File: src/rtl/rf_writeback_ctrl.sv
// Register-file write-back controller: full writes and read-modify-write half loads (LLB/LHB).
// Latency: full write pulses rf_wr_en 1 cycle after accept; half ops read then write (2 cycles).
// Backpressure: wb_ready drops only in READ. Option macro RF_WB_R0_PROTECT_EN suppresses writes to register 0.
module rf_writeback_ctrl #(
  parameter int DATA_W = 16,
  parameter int REG_AW = 4
) (
  input  logic              clk,
  input  logic              rst,
  input  logic              wb_valid,
  output logic              wb_ready,
  input  logic [REG_AW-1:0] wb_reg,
  input  logic [DATA_W-1:0] wb_data,
  input  logic [1:0]        wb_op,
  output logic              rf_rd_en,
  output logic [REG_AW-1:0] rf_rd_reg,
  input  logic [DATA_W-1:0] rf_rd_data,
  output logic              rf_wr_en,
  output logic [REG_AW-1:0] rf_wr_reg,
  output logic [DATA_W-1:0] rf_wr_data,
  output logic              rf_load_half,
  output logic              busy
);
  localparam int HALF_W = DATA_W / 2;

  typedef enum logic [1:0] {IDLE, READ, WRITE} state_t;

  state_t            state;
  logic [HALF_W-1:0] half_q;
  logic              hi_q;
  logic              accept;
  logic              skip;

  assign wb_ready = ~rst & (state != READ);
  assign busy     = (state != IDLE);
  assign accept   = wb_valid & wb_ready;

`ifdef RF_WB_R0_PROTECT_EN
  assign skip = (wb_reg == '0);
`else
  assign skip = 1'b0;
`endif

  always_ff @(posedge clk) begin
    if (rst) begin
      state        <= IDLE;
      rf_rd_en     <= 1'b0;
      rf_rd_reg    <= '0;
      rf_wr_en     <= 1'b0;
      rf_wr_reg    <= '0;
      rf_wr_data   <= '0;
      rf_load_half <= 1'b0;
      half_q       <= '0;
      hi_q         <= 1'b0;
    end else begin
      rf_rd_en     <= 1'b0;
      rf_wr_en     <= 1'b0;
      rf_load_half <= 1'b0;
      case (state)
        READ: begin
          // Merge happens on the closing edge of READ, so the read sees any write from the prior cycle.
          state        <= WRITE;
          rf_wr_en     <= 1'b1;
          rf_wr_reg    <= rf_rd_reg;
          rf_load_half <= 1'b1;
          rf_wr_data   <= hi_q ? {half_q, rf_rd_data[HALF_W-1:0]}
                               : {rf_rd_data[DATA_W-1:HALF_W], half_q};
        end
        default: begin
          state <= IDLE;
          if (accept && !skip) begin
            case (wb_op)
              2'd0: begin
                state      <= WRITE;
                rf_wr_en   <= 1'b1;
                rf_wr_reg  <= wb_reg;
                rf_wr_data <= wb_data;
              end
              2'd1, 2'd2: begin
                state     <= READ;
                rf_rd_en  <= 1'b1;
                rf_rd_reg <= wb_reg;
                half_q    <= wb_data[HALF_W-1:0];
                hi_q      <= wb_op[1];
              end
              default: ;
            endcase
          end
        end
      endcase
    end
  end
endmodule
File: config.mk
export PLATFORM = sky130hd
export DESIGN_NAME = rf_writeback_ctrl
export DESIGN_NICKNAME = d
export VERILOG_FILES = /design/src/rtl/rf_writeback_ctrl.sv
export SDC_FILE = /design/constraint.sdc
export NUM_CORES = 1
export LEC_CHECK = 0
export BUFFER_PORTS_ARGS = -buffer_cell sky130_fd_sc_hd__buf_4
export CAP_MARGIN = 10
export CELL_PAD_IN_SITES_DETAIL_PLACEMENT = 1
export CELL_PAD_IN_SITES_GLOBAL_PLACEMENT = 2
export CORE_MARGIN = 3
export CORE_UTILIZATION = 28
export DETAILED_ROUTE_END_ITERATION = 7
export PLACE_DENSITY = 0.79
export SYNTH_ARGS = -nofsm -noshare
export SYNTH_HDL_FRONTEND = slang
export SYNTH_SLANG_ARGS = --single-unit
File: constraint.sdc
create_clock -name clk -period 1.47 [get_ports clk]
set_input_delay 0.0735 -clock clk [delete_from_list [all_inputs] [get_ports clk]]
set_output_delay 0.0735 -clock clk [all_outputs]
set_load 0.02 [all_outputs]
== Yosys cells after proc, flatten, opt, wreduce, memory -nomap -nowiden ==
Index checks and enable logic that the tools add are counted.

* Equal/unequal tests: 4
* Muxes and demuxes: 15
* Bitwise logic cells: 5
* Reduce and logical (&&, ||, !) cells: 8

{| class="wikitable"
|+ Operators by type and width
! operator !! count
|-
| 16-bit two-way mux || 4
|-
| 4-bit two-way mux || 3
|-
| 2-bit nonzero test || 3
|-
| 1-bit two-way mux || 5
|-
| 2-bit by 1-bit equality test with 1-bit output, second input constant || 2
|-
| 2-bit two-way mux || 2
|-
| 2-bit one-hot mux with 2 select lines || 1
|-
| 1-bit NOT || 3
|-
| 3-bit AND reduction || 1
|-
| 3-bit OR reduction || 1
|-
| 1-bit bitwise AND || 2
|-
| 2-bit equality test, second input constant || 1
|-
| 2-bit logical NOT || 1
|-
| 2-bit by 1-bit inequality test with 1-bit output, second input constant || 1
|-
| 2-bit AND reduction || 1
|-
| 2-bit OR reduction || 1
|}

* Register bits: 38
* Word-level logic and storage cells: 42

== Longest topological paths before layout ==
* Depth in word-level cells: 5
* Mapped depth: 6

== Worst setup path after synthesis ==
Ideal clock, no wire load.

* Kind: reg2reg
* Start: register state[0]
* End: register rf_wr_data[14]
* Arrival: 1.010 ns
* Setup slack: 0.320 ns
* Cell stages (with the launch flop): 6
* Path buffers: 2
* Period minus slack after synthesis: 1.150 ns
* Path through: dfxtp_1 > nand2b_1 > buf_6 > buf_6 > a21oi_1 > a221oi_2

* Cells in the longest elaborated chain, start to end: 5
* Elaborated cells on any way between the ends: 8
* Classes of those cells: eq/ne (2); mux (1); bitwise (2); reduce/logical (3)

{| class="wikitable"
|+ RTL lines
! element !! line !! source
|-
| start: declaration || 28 || <nowiki>state_t state;</nowiki>
|-
| start signal: assignment || 46 || <nowiki>state <= IDLE;</nowiki>
|-
| start signal: assignment || 62 || <nowiki>state <= WRITE;</nowiki>
|-
| start signal: assignment || 70 || <nowiki>state <= IDLE;</nowiki>
|-
| 2-bit by 1-bit inequality test with 1-bit output || 34 || <nowiki>assign wb_ready = ~rst & (state != READ);</nowiki>
|-
| 1-bit bitwise AND || 34 ||
|-
| 1-bit bitwise AND || 36 || <nowiki>assign accept = wb_valid & wb_ready;</nowiki>
|-
| 2-bit nonzero test (no line) || -- ||
|-
| 2-bit AND reduction (no line) || -- ||
|-
| end signal: assignment || 66 || <nowiki>rf_wr_data <= hi_q ? {half_q, rf_rd_data[HALF_W-1:0]}</nowiki>
|-
| end signal: assignment || 77 || <nowiki>rf_wr_data <= wb_data;</nowiki>
|-
| end: declaration || 20 || <nowiki>output logic [DATA_W-1:0] rf_wr_data,</nowiki>
|}

Parallel ways exist; a longest one is shown, timed or not.
A chain may end at the register's enable or synchronous reset.

== Worst setup path in the final report ==
* Start: register state[0]
* End: output port wb_ready

* Cells in the longest elaborated chain, start to end: 2

{| class="wikitable"
|+ RTL lines
! element !! line !! source
|-
| 2-bit by 1-bit inequality test with 1-bit output || 34 ||
|-
| 1-bit bitwise AND || 34 ||
|-
| end: declaration || 11 || <nowiki>output logic wb_ready,</nowiki>
|}

No other way between the ends.

==> results.cfg <==
[run_status]
status = finished clean

[setup_path]
crit_fanout = 14
worst_setup_path_end_kind = primary output
ff2ff_path_depth = 4
rrSetupSlack_ns = 0.30
critPathRequiredTime_ns = 1.40
regToRegStartpoint = state[1]
critPathKind = flop to primary output
worst_ep_arrival_time_ns = 1.25
rr_endpoint = rf_wr_data[10]
startpoint_type = flop

[final_layout]
post-route-util_pct = 40.3
drive_gt1_share_pct = 40.6
diodes = 0
final_cell_area_mm2 = 0.00246
fillers = 726
reg_top3 = rf_wr_data (16), half_q (8)
areaGrowthSynthToFinish_pct = 34.9
instances_no_fill = 329
largest_reg_flops = 16
nets = 297
regMostFlops = rf_wr_data

[floorplan]
rows = 28
start_util_pct = 29.9
core_mm2 = 0.00610
fp.dieW_um = 86.7
io_pins = 70
die_area_mm2 = 0.00751
die_h_um = 86.7

[sta]
final_hold_viol_count = 0
final_max_slew_viol_count = 0
slew_headroom_pct = 66.8
tns_ns = 0
finalClockSkew_ns = 0.00400
rsz0062_at_grt = false
fmaxAchievable_mhz = 758
final.min_clock_period_ns = 1.32
setup_viol = 0
tightest_slew_ns = 0.498
period_share_pct = 89.7

[clock_tree]
cts_htree_levels = 2
cts_made_buffers = 5
cts_root_buf = clkbuf_8
insertion_delay_ns = 0.29
cts_resized = 1
clk_path_buf_depth = 2
cts_setup_buffers = 0
clk_pin_slew_worst_paths_ns = 0.07
holdBufCountCts = 0
clock-sinks = 37
cts_tree = yes

[hold_path]
min_to = half_q[3]
worstHoldStart = wb_data[3]
hold_path_class = input port to flop
hold_depth = 3

[synth]
synth_top_area_cell = dfxtp_1
ys_warn_count = 0
ys_types = 27
synthCells = 186
synth_top_area_share_pct = 40.7
synthesis.area_mm2 = 0.00182
ys_ff_latch = 37
avgSynthCellArea_um2 = 9.79
synth_seq_area_share_pct = 40.7
synthTopCellsByArea = dfxtp_1 41%, mux2i_1 12%, a21oi_1 6.0%
synth_nets = 229

[route]
drt_iter0_drc = 39
firstDrtPassIters = 4
viasPerCell = 4.92
drc_errors = 0
postRouteWirelength_um = 5130
wl_per_cell_um = 15.6
vias = 1619
ant_nets = 0

[grt]
gr-total-overflow = 0
grt_pass1_wl_um = 8650
top_usage_layer = met2
grt_pass1_vias = 1739
antenna_found_initial = 0
gr-usage-all-layers_pct = 14.9
grtUsageMet2_pct = 24.1
grt_max_degree = 24
grtUsageMet1_pct = 19.1
use_met3_pct = 3.42

[place]
dp_hpwl_um = 3790
gp_congestion = 0.682
dp_cells = 322
io_buffers = 69
placed_cell_area_mm2 = 0.00237

[pwr]
p_leak_uw = 0.00122
worst_ir_drop_vdd_uv = 334
pwr_density_cell_mw_per_mm2 = 971

[run]
cap_violations = 0
-- final cells by class --
class / count / area, um^2 / area share [%]
sequential: 37 / 741 / 30.1
multi-input combinational: 128 / 932 / 37.9
tap: 75 / 93.8 / 3.82
timing repair buffer: 79 / 593 / 24.1
inverter: 3 / 11.3 / 0.458
clock buffer: 7 / 86.3 / 3.51
-- power by group --
part | switching [uW] | internal, uW | total (uW)
clock | 351 | 372 | 723
combinational | 277 | 269 | 546
sequential | 44.6 | 1070 | 1120
-- worst max-delay path by stage --
stage | startpoint | end | slack [ns] | cells after the start
after global routing | state[0] | wb_ready | 0.06 | 3
after detailed placement | wb_op[1] | rf_wr_data[11] | 0.14 | 6
after floorplan | state[0] | rf_wr_data[14] | 0.32 | 5
after CTS | state[1] | wb_ready | 0.11 | 3
after global placement | wb_op[1] | rf_wr_data[10] | 0.20 | 6
final | state[0] | wb_ready | 0.15 | 3
-- cell usage in the layout, fill, tap and decap left out, types with 2 or more instances in the layout --
master	n
ha_1	2
a21oi_1	22
o211ai_1	12
a221oi_2	4
o21ai_1	8
a221oi_1	4
buf_4	79
nand2_1	15
nand2b_1	8
mux2i_1	21
nand4_1	12
inv_1	2
dfxtp_1	37
o21ai_0	4
nor2_1	2
clkbuf_8	6
mux2_4	3
mux2_2	5
-- per-stage QoR --
step	total power (uW)	setup WS, ns	hold WS, ns
4_1_cts	2430	0.112	0.00953
3_3_place_gp	1680	0.201	0.313
6_report	2390	0.151	0.0196
2_1_floorplan	1460	0.320	0.140
3_5_place_dp	1690	0.144	0.317
5_1_grt	2540	0.0618	0.0241
-- metal layers --
metal,routed length [um],part of all wire [%],vias to the layer above
met5,0,0,-
met2,2440,48,51
met4,93,1.8,0
met1,2270,44,745
li1,-,-,817
met3,329,6.4,6
-- logic make-up after synthesis --
family	Yosys count	share of synthesized area [%]
AOI/OAI and AO/OA	54	19.5
and+or+nand+nor	43	13.0
DFF	37	40.7
muxes	29	17.1
buffers and inverters	21	8.38
adders and majority gates	2	1.37
-- Yosys cell counts, drive strengths merged --
cell type   n
nor2        2
nand2      16
o21ai      12
buf        15
and2b       1
nor3        1
mux2i      21
clkbuf      3
mux2        8
or2         1
a221oi      8
a21oi      22
dfxtp      37
nand2b      9
inv         3
and2        1
ha          2
o211ai     12
nand4      12
-- critical path, cell delays in order (launching register included) --
cell and delay, ns:
dfxtp_1 0.38, and2b_2 0.33, nor2_1 0.08, buf_4 0.16
Note: power is estimated with default switching activity, not from simulation.
